### config.mk
export PLATFORM = sky130hd
export DESIGN_NAME = uart_img_loader
export DESIGN_NICKNAME = d
export VERILOG_FILES = /design/src/rtl/uart_img_loader.sv
export SDC_FILE = /design/constraint.sdc
export NUM_CORES = 1
export LEC_CHECK = 0
export ABC_AREA = 1
export BUFFER_PORTS_ARGS = -buffer_cell sky130_fd_sc_hd__buf_4
export CAP_MARGIN = 20
export CORE_MARGIN = 1.5
export CORE_UTILIZATION = 40
export DETAILED_ROUTE_END_ITERATION = 10
export PLACE_DENSITY = 0.56
export SLEW_MARGIN = 40
export SYNTH_ARGS = -nofsm -noshare
export SYNTH_HDL_FRONTEND = slang
export SYNTH_SLANG_ARGS = --single-unit
### constraint.sdc
create_clock -name clk_10 -period 1.7 [get_ports clk_10]
set_input_delay 0.34 -clock clk_10 [delete_from_list [all_inputs] [get_ports clk_10]]
set_output_delay 0.34 -clock clk_10 [all_outputs]
set_load 0.01 [all_outputs]
### src/rtl/uart_img_loader.sv
// UART 8N1 receiver that streams one raw grayscale frame into the image BRAM from address 0.
// Latency: BRAM write one cycle after the stop-bit sample; arm takes effect 4 cycles after the load_start edge.
// No backpressure: the line cannot be stalled, so bytes that arrive outside a load are dropped.
`timescale 1ns/1ps
module uart_img_loader #(
  parameter int CLKS_PER_BIT = 43,
  parameter int MAX_ROW      = 360,
  parameter int MAX_COL      = 540,
  parameter int ADDR_W       = 18
) (
  input  logic              clk_10,
  input  logic              rst_n,
  input  logic              uart_rx_i,
  input  logic              load_start_i,
  output logic              ena_o,
  output logic              wea_o,
  output logic [ADDR_W-1:0] addr_o,
  output logic [7:0]        d2mem_o,
  output logic              load_busy_o,
  output logic              load_done_o,
  output logic              frame_err_o,
  output logic [ADDR_W-1:0] byte_cnt_o
);

  localparam int                CNT_W   = $clog2(CLKS_PER_BIT);
  localparam logic [CNT_W-1:0]  HALF_M1 = CNT_W'(CLKS_PER_BIT / 2 - 1);
  localparam logic [CNT_W-1:0]  BIT_M1  = CNT_W'(CLKS_PER_BIT - 1);
  localparam logic [ADDR_W-1:0] LAST    = ADDR_W'(MAX_ROW * MAX_COL - 1);

  typedef enum logic [1:0] {R_IDLE, R_START, R_DATA, R_STOP} rx_state_t;
  typedef enum logic [1:0] {L_IDLE, L_LOAD, L_DONE} ld_state_t;

  logic rx_s1, rx_s2;
  logic ld_s1, ld_s2, ld_d;
  logic arm;

  rx_state_t        rx_st;
  logic [CNT_W-1:0] clk_cnt;
  logic [2:0]       bit_cnt;
  logic [7:0]       shreg;
  logic             rx_vld;
  logic [7:0]       rx_dat;
  logic             rx_err;

  ld_state_t        ld_st;

  // Sync flops idle high so a line or switch already high at reset does not look like an edge.
  always_ff @(posedge clk_10 or negedge rst_n) begin
    if (!rst_n) begin
      rx_s1 <= 1'b1;
      rx_s2 <= 1'b1;
      ld_s1 <= 1'b1;
      ld_s2 <= 1'b1;
      ld_d  <= 1'b1;
      arm   <= 1'b0;
    end else begin
      rx_s1 <= uart_rx_i;
      rx_s2 <= rx_s1;
      ld_s1 <= load_start_i;
      ld_s2 <= ld_s1;
      ld_d  <= ld_s2;
      arm   <= ld_s2 & ~ld_d;
    end
  end

  always_ff @(posedge clk_10 or negedge rst_n) begin
    if (!rst_n) begin
      rx_st   <= R_IDLE;
      clk_cnt <= '0;
      bit_cnt <= '0;
      shreg   <= '0;
      rx_vld  <= 1'b0;
      rx_dat  <= '0;
      rx_err  <= 1'b0;
    end else begin
      rx_vld <= 1'b0;
      rx_err <= 1'b0;
      case (rx_st)
        R_IDLE: begin
          if (!rx_s2) begin
            rx_st   <= R_START;
            clk_cnt <= '0;
            bit_cnt <= '0;
          end
        end
        R_START: begin
          if (clk_cnt == HALF_M1) begin
            clk_cnt <= '0;
            rx_st   <= rx_s2 ? R_IDLE : R_DATA;
          end else begin
            clk_cnt <= clk_cnt + 1'b1;
          end
        end
        R_DATA: begin
          if (clk_cnt == BIT_M1) begin
            clk_cnt <= '0;
            shreg   <= {rx_s2, shreg[7:1]};
            bit_cnt <= bit_cnt + 1'b1;
            if (bit_cnt == 3'd7) rx_st <= R_STOP;
          end else begin
            clk_cnt <= clk_cnt + 1'b1;
          end
        end
        R_STOP: begin
          if (clk_cnt == BIT_M1) begin
            clk_cnt <= '0;
            rx_st   <= R_IDLE;
            if (rx_s2) begin
              rx_vld <= 1'b1;
              rx_dat <= shreg;
            end else begin
              rx_err <= 1'b1;
            end
          end else begin
            clk_cnt <= clk_cnt + 1'b1;
          end
        end
        default: rx_st <= R_IDLE;
      endcase
    end
  end

  // byte_cnt_o doubles as the next write address; it only advances inside a load, so it never wraps.
  always_ff @(posedge clk_10 or negedge rst_n) begin
    if (!rst_n) begin
      ld_st       <= L_IDLE;
      ena_o       <= 1'b0;
      wea_o       <= 1'b0;
      addr_o      <= '0;
      d2mem_o     <= '0;
      load_busy_o <= 1'b0;
      load_done_o <= 1'b0;
      frame_err_o <= 1'b0;
      byte_cnt_o  <= '0;
    end else begin
      ena_o <= 1'b0;
      wea_o <= 1'b0;
      if (arm) begin
        ld_st       <= L_LOAD;
        addr_o      <= '0;
        byte_cnt_o  <= '0;
        load_busy_o <= 1'b1;
        load_done_o <= 1'b0;
        frame_err_o <= 1'b0;
      end else begin
        if (rx_err && load_busy_o) frame_err_o <= 1'b1;
        if (ld_st == L_LOAD) begin
          if (ena_o && addr_o == LAST) begin
            ld_st       <= L_DONE;
            load_busy_o <= 1'b0;
            load_done_o <= 1'b1;
          end else if (rx_vld) begin
            ena_o      <= 1'b1;
            wea_o      <= 1'b1;
            addr_o     <= byte_cnt_o;
            d2mem_o    <= rx_dat;
            byte_cnt_o <= byte_cnt_o + 1'b1;
          end
        end
      end
    end
  end

endmodule
Word level (Yosys, flattened, before mapping) --
Index checks and enable logic that the tools add are counted. W data, S select, Z words.
Cells by class: $add $sub $neg 3, $mul 0, div/mod/pow operators 0, magnitude comparators 0, equal/unequal tests 14, shift operators 0, multiplexer cells 43, bitwise operators 4, reduce and logical (&&, ||, !) cells 16
Operators with widths (count):
- $mux W18 | 8
- $add A18 B1 Y18 const B | 1
- $eq A18 B18 Y1 const B | 1
- $mux W1 | 18
- $mux W2 | 9
- $mux W6 | 3
- $pmux W6 S3 | 1
- $ne A2 B2 Y1 const B | 6
- $reduce_bool A2 Y1 | 5
- $reduce_and A3 Y1 | 3
- $pmux W2 S4 | 1
- $add A6 B1 Y6 const B | 1
- $eq A6 B5 Y1 const B | 1
- $eq A6 B6 Y1 const B | 1
- $mux W3 | 2
- $pmux W3 S2 | 1
- $reduce_and A5 Y1 | 1
- $eq A2 B1 Y1 const B | 2
- $eq A2 B2 Y1 const B | 2
- $reduce_and A2 Y1 | 2
- $reduce_and A4 Y1 | 1
- $add A3 B1 Y3 const B | 1
- $eq A3 B3 Y1 const B | 1
- $not A1 Y1 | 3
- 4 further kinds | 5
Storage, ports and cells: flip-flop bits (word level) 85, latch bits 0, bits in writable memories 0, bits in read-only memories 0, input bits 4, output and inout bits 49, logic and storage cells 101, memories kept 0

Logic depth before layout (Yosys ltp) --
Gate-level depths: netlist (run 1).
word-level depth 5, gate-level depth with buffers 10, gate-level depth less buffers 9

Least setup slack after synthesis (run 1) --
OpenSTA, ideal clock, no wires.
path kind register -> register, start reg byte_cnt_o[0], end reg byte_cnt_o[16], data arrival time 1.417 ns, data required time 1.635 ns, path slack 0.218 ns, cell stages (with the launch flop) 9, buffers on the path 0, clock period less this slack 1.482 ns, cells stage by stage dfrtp_1 ha_1 nand2_1 nor2_1 nand2_1 nor2_1 xor2_1 nand3_1 nand2_1
Between the ends: cells in the longest elaborated chain, start to end 5
RTL lines:
- start, declared | RTL line 22 | output logic [ADDR_W-1:0] byte_cnt_o
- start signal, assigned | RTL line 157 | byte_cnt_o <= byte_cnt_o + 1'b1;
- $add A18 B1 Y18 | RTL line 157
- $mux W18 | RTL line 152 | end else if (rx_vld) begin
- $mux W18 | RTL line 148 | if (ena_o && addr_o == LAST) begin
- $mux W18 | RTL line 147 | if (ld_st == L_LOAD) begin
- $mux W18 | RTL line 138 | if (arm) begin
No other way between the ends. The select of a mux whose other input is x is not followed. A chain may end at the register's enable or synchronous reset.

Worst setup path after layout (run 1) --
start reg addr_o[11], end reg addr_o[0]
Between the ends: cells in the longest elaborated chain, start to end 4
RTL lines:
- start, declared | RTL line 17 | output logic [ADDR_W-1:0] addr_o,
- start signal, assigned | RTL line 155 | addr_o <= byte_cnt_o;
- $eq A18 B18 Y1 | RTL line 148
- $logic_and A1 B1 Y1 | RTL line 148
- $ne A2 B2 Y1 (no line)
- $reduce_and A3 Y1 (no line)
No other way between the ends.

==> flow_metrics.env, run 1 <==
export IMPL_outcome="complete, no violations"
export IMPL_internal_power_mw=3.14
export IMPL_grt_overflow=0
export IMPL_cellLeakagePower_nw=2.51
export IMPL_final_hold_violating_endpoints=0
export IMPL_comb_power_share_pct=12.9
export IMPL_detail_route_vias_per_cell=4.64
export IMPL_netlist_instances=453
export IMPL_slew_limit_headroom_pct=78.0
export IMPL_synth_seq_cells=83
export IMPL_clock_root_buffer="clkbuf_8"
export IMPL_gp_congestion=0.833
export IMPL_floorplan_core_area_um2=9280
export IMPL_share_of_cells_above_drive_strength_1_pct=20.9
export IMPL_nets=545
export IMPL_synth_ff_type="dfrtp_1"
export IMPL_diodes=0
export IMPL_endpoint_required_time_on_the_critical_path_ps=1950
export IMPL_htreeDepth=3
export IMPL_design_die_area_um2=10200
export IMPL_max_vdd_ir_drop_mv=0.640
export IMPL_drt_drc_violations_left=0
export IMPL_cts_clk_slew_worst_paths_ps=90
export IMPL_routed_wirelength_mm=8.47
export IMPL_critical_path_at_ps=1800
export IMPL_synth_avg_cell_area_um2=8.46
export IMPL_grt_use_met2_pct=29.9
export IMPL_initial_utilization_pct=41.3
export IMPL_clockBufferDepth=2
export IMPL_top_usage_layer="met2"
export IMPL_nFillCells=901
export IMPL_post_synth_most_frequent_cells="189 x nand2_1, 78 x dfrtp_1, 39 x nor2_1, 35 x inv_1, 14 x xor2_1"
export IMPL_synth_net_count=463
export IMPL_synth_area_leaders="dfrtp_1 51%, nand2_1 19%, nor2_1 3.8%"
export IMPL_grt_first_pass_wirelength_mm=14.4
export IMPL_placedCellCount=649
export IMPL_async_reset_ff_share_pct=100
export IMPL_io_buffers=52
export IMPL_finalCriticalPeriod_ps=1560
export IMPL_final_min_period_over_clock_period_pct=91.6
export IMPL_syn_to_final_growth_pct=26.2
export IMPL_hp_class="in2reg"
export IMPL_yosysMostFrequentCell="nand2_1"
export IMPL_seq_power_share_pct=49.9
export IMPL_clock_latency_on_the_worst_skew_pair_ps=350
export IMPL_setup_violations_final=0
export IMPL_detailedRoute_firstPassIterationCount=4
export IMPL_track_usage_pct=18.4
export IMPL_synth_yosys_warnings=0
export IMPL_worst_slew_pin_transition_ps=330
export IMPL_number_of_drc_markers_in_iteration_0=142
export IMPL_route_vias_total=3101
export IMPL_fin_total_pwr_mw=4.29
export IMPL_avgRoutedWirePerCell_um=12.7
export IMPL_finalClockSkew_ps=10.0
export IMPL_setup_worst_path_start_class="flop"
export IMPL_final_hold_worst_slack_ps=87.8
export IMPL_first_global_vias=3052
export IMPL_synth_edf_count=0
export IMPL_die_w_um=101
export IMPL_share_clk_of_total_power_pct=37.2
export IMPL_netsw_mw=1.15
export IMPL_timing_worst_setup_path_type="reg2reg"
export IMPL_io_pin_count=53
export IMPL_cts_tree="done"
export IMPL_pd_cells_nw_per_um2=887
export IMPL_swShare_pct=26.8
export IMPL_rows=35
export IMPL_synth_seq_area_share_pct=54.4
export IMPL_use_met1_pct=23.8
export IMPL_path_max_fanout=15
export IMPL_chipHeight_um=101
export IMPL_synth_largest_area_cell="dfrtp_1"
export IMPL_final_max_slew_viol_count=0
export IMPL_clock_fmax_ghz=0.642
export IMPL_netlist_area_leader_share_pct=50.9
export IMPL_yosys_cell_types_count=30
export IMPL_drv_cap=0
export IMPL_cts_inserted_buffers=9
export IMPL_end_kind="flop"
export IMPL_dpl_hpwl_mm=6.14
export IMPL_clock_sinks=83
export IMPL_groute_layer_met3_usage_pct=4.30
export IMPL_ant_nets=0
export IMPL_rsz0062_at_grt="yes"
export IMPL_synth_area_um2=3830
export IMPL_grt_start_max_net_pins=27
export IMPL_post_layout_nonfiller_instances=669
export IMPL_antenna_found_initial=0
[layout by cell type (no fill, tap or decap), types with 2 or more instances in the layout]
cell type,instances
nand3b_1,4
nor3_1,3
xor2_1,14
nand4_1,12
nand3_1,13
xnor2_1,2
o21bai_1,2
buf_4,76
o21ai_1,7
bufinv_16,2
nor2_1,38
inv_1,35
o22ai_1,5
nand2_1,188
ha_1,6
nor2_4,3
a21oi_1,5
dfstp_2,5
o21ai_0,11
dfrtp_1,78
buf_12,5
nor2_2,3
clkbuf_8,10
[state kept, by name, summed over array words and instances (netlist names), named ones only]
register	count
bit_cnt	3
clk_cnt	6
ld_s1	1
addr_o	18
rx_s1	1
byte_cnt_o	18
arm	1
rx_err	1
rx_vld	1
rx_dat	8
shreg	8
frame_err_o	1
load_done_o	1
wea_o	1
d2mem_o	8
ld_d	1
rx_s2	1
rx_st	1
ld_st	1
ld_s2	1
[path summary, 6_finish.rpt]
kind,cells after the start,slack (ps),endpoint,from
max,10,140,addr_o[0],addr_o[11]
min,1,90,ld_s1,load_start_i
max reg2reg,10,140,addr_o[0],addr_o[11]
min reg2reg,0,360,rx_s2,rx_s1
max in group asynchronous,3,710,ld_d,rst_n
min in group asynchronous,2,420,addr_o[7],rst_n
[power by group through the flow]
| stage | registers (mW) | clock network, mW | logic (mW) |
|---|---|---|---|
| 6_report | 2.14 | 1.59 | 0.552 |
| 2_1_floorplan | 2.16 | 0 | 0.378 |
| 5_1_grt | 2.16 | 1.74 | 0.633 |
| 4_1_cts | 2.14 | 1.64 | 0.549 |
| 3_5_place_dp | 2.18 | 0 | 0.550 |
| 3_3_place_gp | 2.18 | 0 | 0.533 |
[cell type report]
type	instances	area [µm²]	share of cell area (%)
multi-input cells	323	1550	32.0
repair buffers	82	681	14.1
clock buffers	11	141	2.92
clock inverters	5	85.1	1.76
well taps	129	161	3.34
flip-flops and latches	83	2080	43.1
inverters	36	135	2.79
[logic make-up (layout without fill, tap and decap cells)]
kind of cell,after synthesis,after routing,synth area share (%)
simple gates,271,271,30.3
flops,83,83,54.4
buf+inv,47,134,5.55
compound gates,30,30,4.21
xor+xnor,16,16,3.66
fa+ha+maj,6,6,1.96
[metal layers]
layer  part of all wire, %  vias to the layer above
li1                      -                     1583
met4                   1.6                        0
met2                    49                       54
met1                    45                     1454
met5                     0                        -
met3                   4.4                       10
[metrics by stage]
step           area, µm²  setup WS (ps)  utilization (%)  setup TNS [ps]
2_1_floorplan       3830            218                -               0
3_3_place_gp        4560           95.6             49.2               0
3_5_place_dp        4560           74.0             49.2               0
4_1_cts             4800           19.7             51.7               0
5_1_grt             4840          -7.37             52.1           -7.90
6_report            4840            143             52.1               0
[timing repair]
item | CTS | global route
hold buffers | 1 | 0
buffers inserted | 0 | 3
gates resized for setup | 0 | 3
endpoints found under the setup margin | 0 | 25
hold endpoints to repair | 19 | 0
[worst max-delay path: stages, from the launching register on]
cell     delay, ps
dfrtp_1        400
inv_1           60
nand2_1         40
nor2_1         140
nand3_1        140
nor2_4         170
nor3_4          60
buf_4          160
buf_12         150
nand2_1         80
nand2_1         60
Note: power is estimated with default switching activity, not from simulation.
==> inputs of run 2 (changes only) <==
--- a/config.mk
+++ b/config.mk
@@ -5,7 +5,6 @@
 export SDC_FILE = /design/constraint.sdc
 export NUM_CORES = 1
 export LEC_CHECK = 0
-export ABC_AREA = 1
 export BUFFER_PORTS_ARGS = -buffer_cell sky130_fd_sc_hd__buf_4
 export CAP_MARGIN = 20
 export CORE_MARGIN = 1.5
==> constraint.sdc (replaced) <==
create_clock -name clk_10 -period 1.5 [get_ports clk_10]
set_input_delay 0.3 -clock clk_10 [delete_from_list [all_inputs] [get_ports clk_10]]
set_output_delay 0.3 -clock clk_10 [all_outputs]
set_load 0.01 [all_outputs]
==> flow_metrics.env, run 2 <==
export IMPL_endpoint_required_time_on_the_critical_path_ps=1750
export IMPL_share_of_cells_above_drive_strength_1_pct=52.0
export IMPL_synth_seq_cells=83
export IMPL_nets=474
export IMPL_comb_power_share_pct=15.2
export IMPL_design_die_area_um2=10000
export IMPL_initial_utilization_pct=41.0
export IMPL_final_max_slew_viol_count=0
export IMPL_io_pin_count=53
export IMPL_layout_cells_most_common="buf_4"
export IMPL_cts_tree="done"
export IMPL_synth_net_count=344
export IMPL_diodes=0
export IMPL_clock_sinks=83
export IMPL_grt_overflow=0
export IMPL_max_vdd_ir_drop_mv=0.985
export IMPL_critical_path_at_ps=2040
export IMPL_timing_critical_path_buf_inv=0
export IMPL_cts_clk_slew_worst_paths_ps=90
export IMPL_critical_path_depth=5
export IMPL_internal_power_mw=3.50
export IMPL_final_hold_worst_slack_ps=41.3
export IMPL_worst_slack_ps=-296
export IMPL_top_flop_regs="addr_o: 18 flops, byte_cnt_o: 18 flops"
export IMPL_chipHeight_um=100
export IMPL_synth_edf_count=0
export IMPL_setup_violations_final=72
export IMPL_end_kind="flop"
export IMPL_synth_area_um2=3770
export IMPL_io_buffers=52
export IMPL_path_max_fanout=9
export IMPL_rsz0062_at_grt="yes"
export IMPL_timing_rr_end="d2mem_o[7]"
export IMPL_first_global_vias=2926
export IMPL_final_min_period_over_clock_period_pct=120
export IMPL_hp_class="in2reg"
export IMPL_most_frequent_cells_in_the_layout="113 x buf_4, 76 x dfrtp_1, 42 x nand2_1"
export IMPL_clock_root_buffer="clkbuf_8"
export IMPL_detailedRoute_firstPassIterationCount=4
export IMPL_yosys_cell_types_count=53
export IMPL_path_cells="nand4b_1 -> or3b_4 -> o21ai_4 -> nor2_4 -> mux2_2"
export IMPL_clock_fmax_ghz=0.557
export IMPL_synth_avg_cell_area_um2=11.3
export IMPL_drv_cap=0
export IMPL_setup_worst_path_start_class="flop"
export IMPL_top_usage_layer="met2"
export IMPL_netlist_instances=334
export IMPL_grt_use_met2_pct=31.8
export IMPL_clockBufferDepth=2
export IMPL_netsw_mw=1.40
export IMPL_drt_drc_violations_left=0
export IMPL_gp_congestion=0.774
export IMPL_finalCriticalPeriod_ps=1800
export IMPL_synth_seq_area_share_pct=55.2
export IMPL_outcome="finished with violations"
export IMPL_syn_to_final_growth_pct=43.0
export IMPL_netlist_area_leader_share_pct=51.7
export IMPL_number_of_drc_markers_in_iteration_0=103
export IMPL_die_w_um=100
export IMPL_synth_area_leaders="dfrtp_1 52%, mux2_2 8.7%, nand2_1 4.9%"
export IMPL_timing_worst_setup_path_type="reg2reg"
export IMPL_yosysMostFrequentCell="dfrtp_1"
export IMPL_finalCoreUtilization_pct=58.7
export IMPL_cts_inserted_buffers=9
export IMPL_synth_ff_type="dfrtp_1"
export IMPL_final_hold_violating_endpoints=0
export IMPL_detailedPlace_worstSlack_ps=-348
export IMPL_cellLeakagePower_nw=2.56
export IMPL_route_vias_total=3018
export IMPL_violations="setup timing"
export IMPL_detail_route_vias_per_cell=5.20
export IMPL_ant_nets=0
export IMPL_setup_total_negative_slack_ps=-14840
export IMPL_pd_cells_nw_per_um2=908
export IMPL_reg2reg_slack_ps=-300
export IMPL_synth_yosys_warnings=0
export IMPL_cp_slowest_stage_delay_ps=430
export IMPL_track_usage_pct=19.1
export IMPL_finalClockSkew_ps=11.1
export IMPL_worst_slew_pin_transition_ps=463
export IMPL_swShare_pct=28.6
export IMPL_antenna_found_initial=0
export IMPL_critical_path_top_delay_family="simple AND/OR/NAND/NOR gates"
export IMPL_async_reset_ff_share_pct=100
export IMPL_htreeDepth=3
export IMPL_slew_limit_headroom_pct=69.2
export IMPL_avgRoutedWirePerCell_um=15.9
export IMPL_use_met1_pct=25.2
export IMPL_post_synth_most_frequent_cells="78 x dfrtp_1, 49 x nand2_1, 29 x mux2_2, 20 x a21oi_2, 20 x nor2_1"
export IMPL_timing_rr_start="addr_o[11]"
export IMPL_rows=35
export IMPL_floorplan_core_area_um2=9200
export IMPL_grt_first_pass_wirelength_mm=14.9
export IMPL_dpl_hpwl_mm=6.03
export IMPL_share_clk_of_total_power_pct=34.2
export IMPL_seq_power_share_pct=50.6
export IMPL_grt_start_max_net_pins=84
export IMPL_routed_wirelength_mm=9.24
export IMPL_groute_layer_met3_usage_pct=3.90
export IMPL_setup_worst_path_end="d2mem_o[7]"
export IMPL_clock_latency_on_the_worst_skew_pair_ps=360
export IMPL_reg2reg_depth=5
export IMPL_setup_worst_path_start="addr_o[11]"
export IMPL_crit_path_top_delay_cell="or3b_4"
export IMPL_synth_largest_area_cell="dfrtp_1"
[run 2: cell types whose count changed after synthesis, sizes merged, moves of 4 or more]
cell,before,now
a21oi,5,33
o21ai,18,9
nor2,45,21
o22ai,5,0
nor2b,0,5
xor2,14,1
and4,0,4
nand2,189,49
inv,36,7
a22o,0,5
mux2,0,29
clkbuf,1,6
nand4,13,8
[run 2: logic make-up after synthesis]
| kind of cell | count (synthesis) | synth area share, % |
|---|---|---|
| simple gates | 127 | 17.4 |
| xor+xnor | 5 | 1.16 |
| buf+inv | 21 | 2.95 |
| flops | 83 | 55.2 |
| fa+ha+maj | 6 | 1.99 |
| mux | 29 | 8.65 |
| compound gates | 63 | 12.7 |
[run 2: through the flow]
step	cells	instance area (µm²)	power, mW
2_1_floorplan	334	3870	2.80
5_1_grt	580	5400	5.14
4_1_cts	577	5300	4.92
3_3_place_gp	553	4870	3.10
3_5_place_dp	553	4870	3.11
6_report	580	5400	4.90
[run 2: worst reg2reg max path, stage by stage, from the launching register on]
cell,delay (ps)
dfrtp_1,390
nand4b_1,240
or3b_4,430
o21ai_4,230
nor2_4,110
mux2_2,290
[run 2: worst min-delay path by stage]
stage | slack, ps | start | cells after the start | endpoint
2_1_floorplan | 4 | rst_n | 0 | async pin
3_3_place_gp | 350 | rx_s1 | 0 | rx_s2
3_5_place_dp | 350 | rx_s1 | 0 | rx_s2
4_1_cts | 30 | uart_rx_i | 1 | rx_s1
5_1_grt | 10 | load_start_i | 1 | ld_s1
6_report | 40 | uart_rx_i | 1 | rx_s1
[run 2: layout make-up]
| cell class | instances | area (µm²) |
|---|---|---|
| Fill cell | 793 | 3800 |
| Clock buffer | 10 | 128 |
| Timing Repair Buffer | 132 | 1080 |
| Clock inverter | 6 | 72.6 |
| Sequential cell | 83 | 2090 |
| Tap cell | 111 | 139 |
| Multi-Input combinational cell | 231 | 1870 |
| Inverter | 7 | 26.3 |
[run 2: layer usage]
layer  up-vias  part of all wire [%]
met1      1505                    45
met3        11                   3.3
met2        59                    51
met5         -                     0
met4         0                   1.3
li1       1443                     -
[run 2: power groups by stage]
stage | Clock [mW] | Sequential, mW | Combinational, mW
finish | 1.67 | 2.48 | 0.746
detailed placement | 0 | 2.49 | 0.622
CTS | 1.73 | 2.47 | 0.720
floorplan | 0 | 2.47 | 0.326
global placement | 0 | 2.48 | 0.613
global route | 1.82 | 2.49 | 0.829
[run 2: timing repair]
item / CTS / global route
resized for setup: 38 / 20
endpoints found under the setup margin: 71 / 73
pin swaps: 14 / 11
hold buffers: 1 / 0
cloned: 2 / 0
setup buffers: 6 / 4
hold endpoints to repair: 74 / 0
==> inputs of run 3 (changes only) <==
==> constraint.sdc (replaced) <==
create_clock -name clk_10 -period 2.2 [get_ports clk_10]
set_input_delay 0.44 -clock clk_10 [delete_from_list [all_inputs] [get_ports clk_10]]
set_output_delay 0.44 -clock clk_10 [all_outputs]
set_load 0.01 [all_outputs]
==> flow_metrics.env, run 3 (synthesis results as in run 2) <==
export IMPL_ant_nets=0
export IMPL_drt_drc_violations_left=0
export IMPL_antenna_found_initial=0
export IMPL_first_global_vias=2656
export IMPL_cts_tree="done"
export IMPL_critical_path_top_delay_family="simple AND/OR/NAND/NOR gates"
export IMPL_final_min_period_over_clock_period_pct=91.6
export IMPL_io_pin_count=53
export IMPL_netsw_mw=0.815
export IMPL_clockBufferDepth=2
export IMPL_finalCriticalPeriod_ps=2010
export IMPL_cts_setup_buffers=0
export IMPL_nFillCells=860
export IMPL_clock_latency_on_the_worst_skew_pair_ps=350
export IMPL_detail_route_vias_per_cell=5.27
export IMPL_die_w_um=100
export IMPL_setup_total_negative_slack_ps=0
export IMPL_slew_limit_headroom_pct=62.0
export IMPL_grt_start_max_net_pins=44
export IMPL_comb_power_share_pct=9.5
export IMPL_worst_slack_ps=185
export IMPL_layout_cells_most_common="dfrtp_1"
export IMPL_timing_worst_setup_path_type="reg2reg"
export IMPL_grt_overflow=0
export IMPL_io_buffers=52
export IMPL_most_frequent_cells_in_the_layout="77 x dfrtp_1, 62 x buf_4, 49 x nand2_1"
export IMPL_diodes=0
export IMPL_cts_clk_slew_worst_paths_ps=90
export IMPL_top_flop_regs="addr_o: 18 flops, byte_cnt_o: 18 flops"
export IMPL_detailedRoute_firstPassIterationCount=4
export IMPL_pd_cells_nw_per_um2=652
export IMPL_cts_hold_fix_buffers=0
export IMPL_cts_repair_resize_count=0
export IMPL_clock_root_buffer="clkbuf_8"
export IMPL_placedCellCount=493
export IMPL_setup_worst_path_start_class="flop"
export IMPL_share_of_cells_above_drive_strength_1_pct=36.1
export IMPL_share_clk_of_total_power_pct=33.4
export IMPL_critical_path_at_ps=2250
export IMPL_design_die_area_um2=10000
export IMPL_final_design_area_no_fill_um2=4490
export IMPL_syn_to_final_growth_pct=19.0
export IMPL_gp_congestion=0.777
export IMPL_crit_path_top_delay_cell="nor3b_2"
export IMPL_number_of_drc_markers_in_iteration_0=67
export IMPL_cts_inserted_buffers=9
export IMPL_rsz0062_at_grt="no"
export IMPL_cellLeakagePower_nw=2.07
export IMPL_hp_class="in2async"
export IMPL_swShare_pct=27.8
export IMPL_clock_fmax_ghz=0.496
export IMPL_worst_slew_pin_transition_ps=570
export IMPL_initial_utilization_pct=41.0
export IMPL_nets=404
export IMPL_track_usage_pct=16.9
export IMPL_rows=35
export IMPL_final_hold_worst_slack_ps=58.5
export IMPL_grt_first_pass_wirelength_mm=13.1
export IMPL_floorplan_core_area_um2=9200
export IMPL_detailedPlace_worstSlack_ps=115
export IMPL_max_vdd_ir_drop_mv=0.413
export IMPL_routed_wirelength_mm=7.78
export IMPL_path_cells="nand4bb_1 -> nor3b_2 -> nand2_1 -> nand4_1 -> mux2_2"
export IMPL_final_hold_violating_endpoints=0
export IMPL_internal_power_mw=2.11
export IMPL_final_max_slew_viol_count=0
export IMPL_avgRoutedWirePerCell_um=15.3
export IMPL_drv_cap=0
export IMPL_endpoint_required_time_on_the_critical_path_ps=2440
export IMPL_htreeDepth=3
export IMPL_route_vias_total=2688
export IMPL_seq_power_share_pct=57.1
export IMPL_final_seq_area_um2=2080
export IMPL_fin_total_pwr_mw=2.93
export IMPL_chipHeight_um=100
export IMPL_outcome="complete, no violations"
export IMPL_cp_slowest_stage_delay_ps=500
export IMPL_post_layout_nonfiller_instances=510
export IMPL_setup_violations_final=0
export IMPL_end_kind="flop"
export IMPL_timing_critical_path_buf_inv=0
export IMPL_multi_input_area_um2=1580
export IMPL_placed_area_um2=4310
export IMPL_clock_sinks=83
export IMPL_dpl_hpwl_mm=5.37
export IMPL_finalClockSkew_ps=7.32
export IMPL_path_max_fanout=6
export IMPL_finalCoreUtilization_pct=48.8
==> run 3: changes by cell type in the layout (fill, tap and decap cells not counted), moves of 5 or more <==
cell,before,now
buf_4,113,62
buf_6,14,0
mux2_2,16,29
mux2_4,13,0
nand2_1,42,49
nand2_2,5,0
==> run 3: path summary, 6_finish.rpt <==
kind	from	endpoint	slack (ps)	cells after the start
max in group asynchronous	rst_n	addr_o[6]	1580	2
min in group clk_10	uart_rx_i	rx_s1	190	1
worst max-delay path	addr_o[7]	byte_cnt_o[16]	190	5
worst max register to register	addr_o[7]	byte_cnt_o[16]	190	5
worst min register to register	rx_s1	rx_s2	360	0
worst min-delay path	rst_n	byte_cnt_o[3]	60	1
==> run 3: worst reg2reg max path: stages, from the launching register on <==
cell and delay [ps]:
dfrtp_1 410, nand4bb_1 250, nor3b_2 500, nand2_1 240
nand4_1 170, mux2_2 340
==> run 3: final cells by class <==
| type | count | area share (%) |
|---|---|---|
| clock inverters | 7 | 1.17 |
| repair buffers | 63 | 10.8 |
| clock buffers | 9 | 2.76 |
| well taps | 111 | 3.09 |
| multi-input cells | 230 | 35.2 |
| flip-flops and latches | 83 | 46.4 |
| inverters | 7 | 0.585 |
==> run 3: per-layer routing <==
| metal | vias up | GRT usage (%) | wire length (µm) |
|---|---|---|---|
| met3 | 10 | 4.25 | 260 |
| met2 | 49 | 27.6 | 3780 |
| li1 | 1305 | - | - |
| met4 | 0 | 5.85 | 109 |
| met1 | 1324 | 21.8 | 3640 |
| met5 | - | 0 | 0 |
==> run 3: power by group through the flow <==
stage,Combinational [mW],Clock (mW),Sequential [mW]
2_1_floorplan,0.210,0,1.67
3_3_place_gp,0.279,0,1.70
3_5_place_dp,0.282,0,1.70
4_1_cts,0.284,1.02,1.67
5_1_grt,0.326,1.09,1.69
6_report,0.279,0.977,1.67
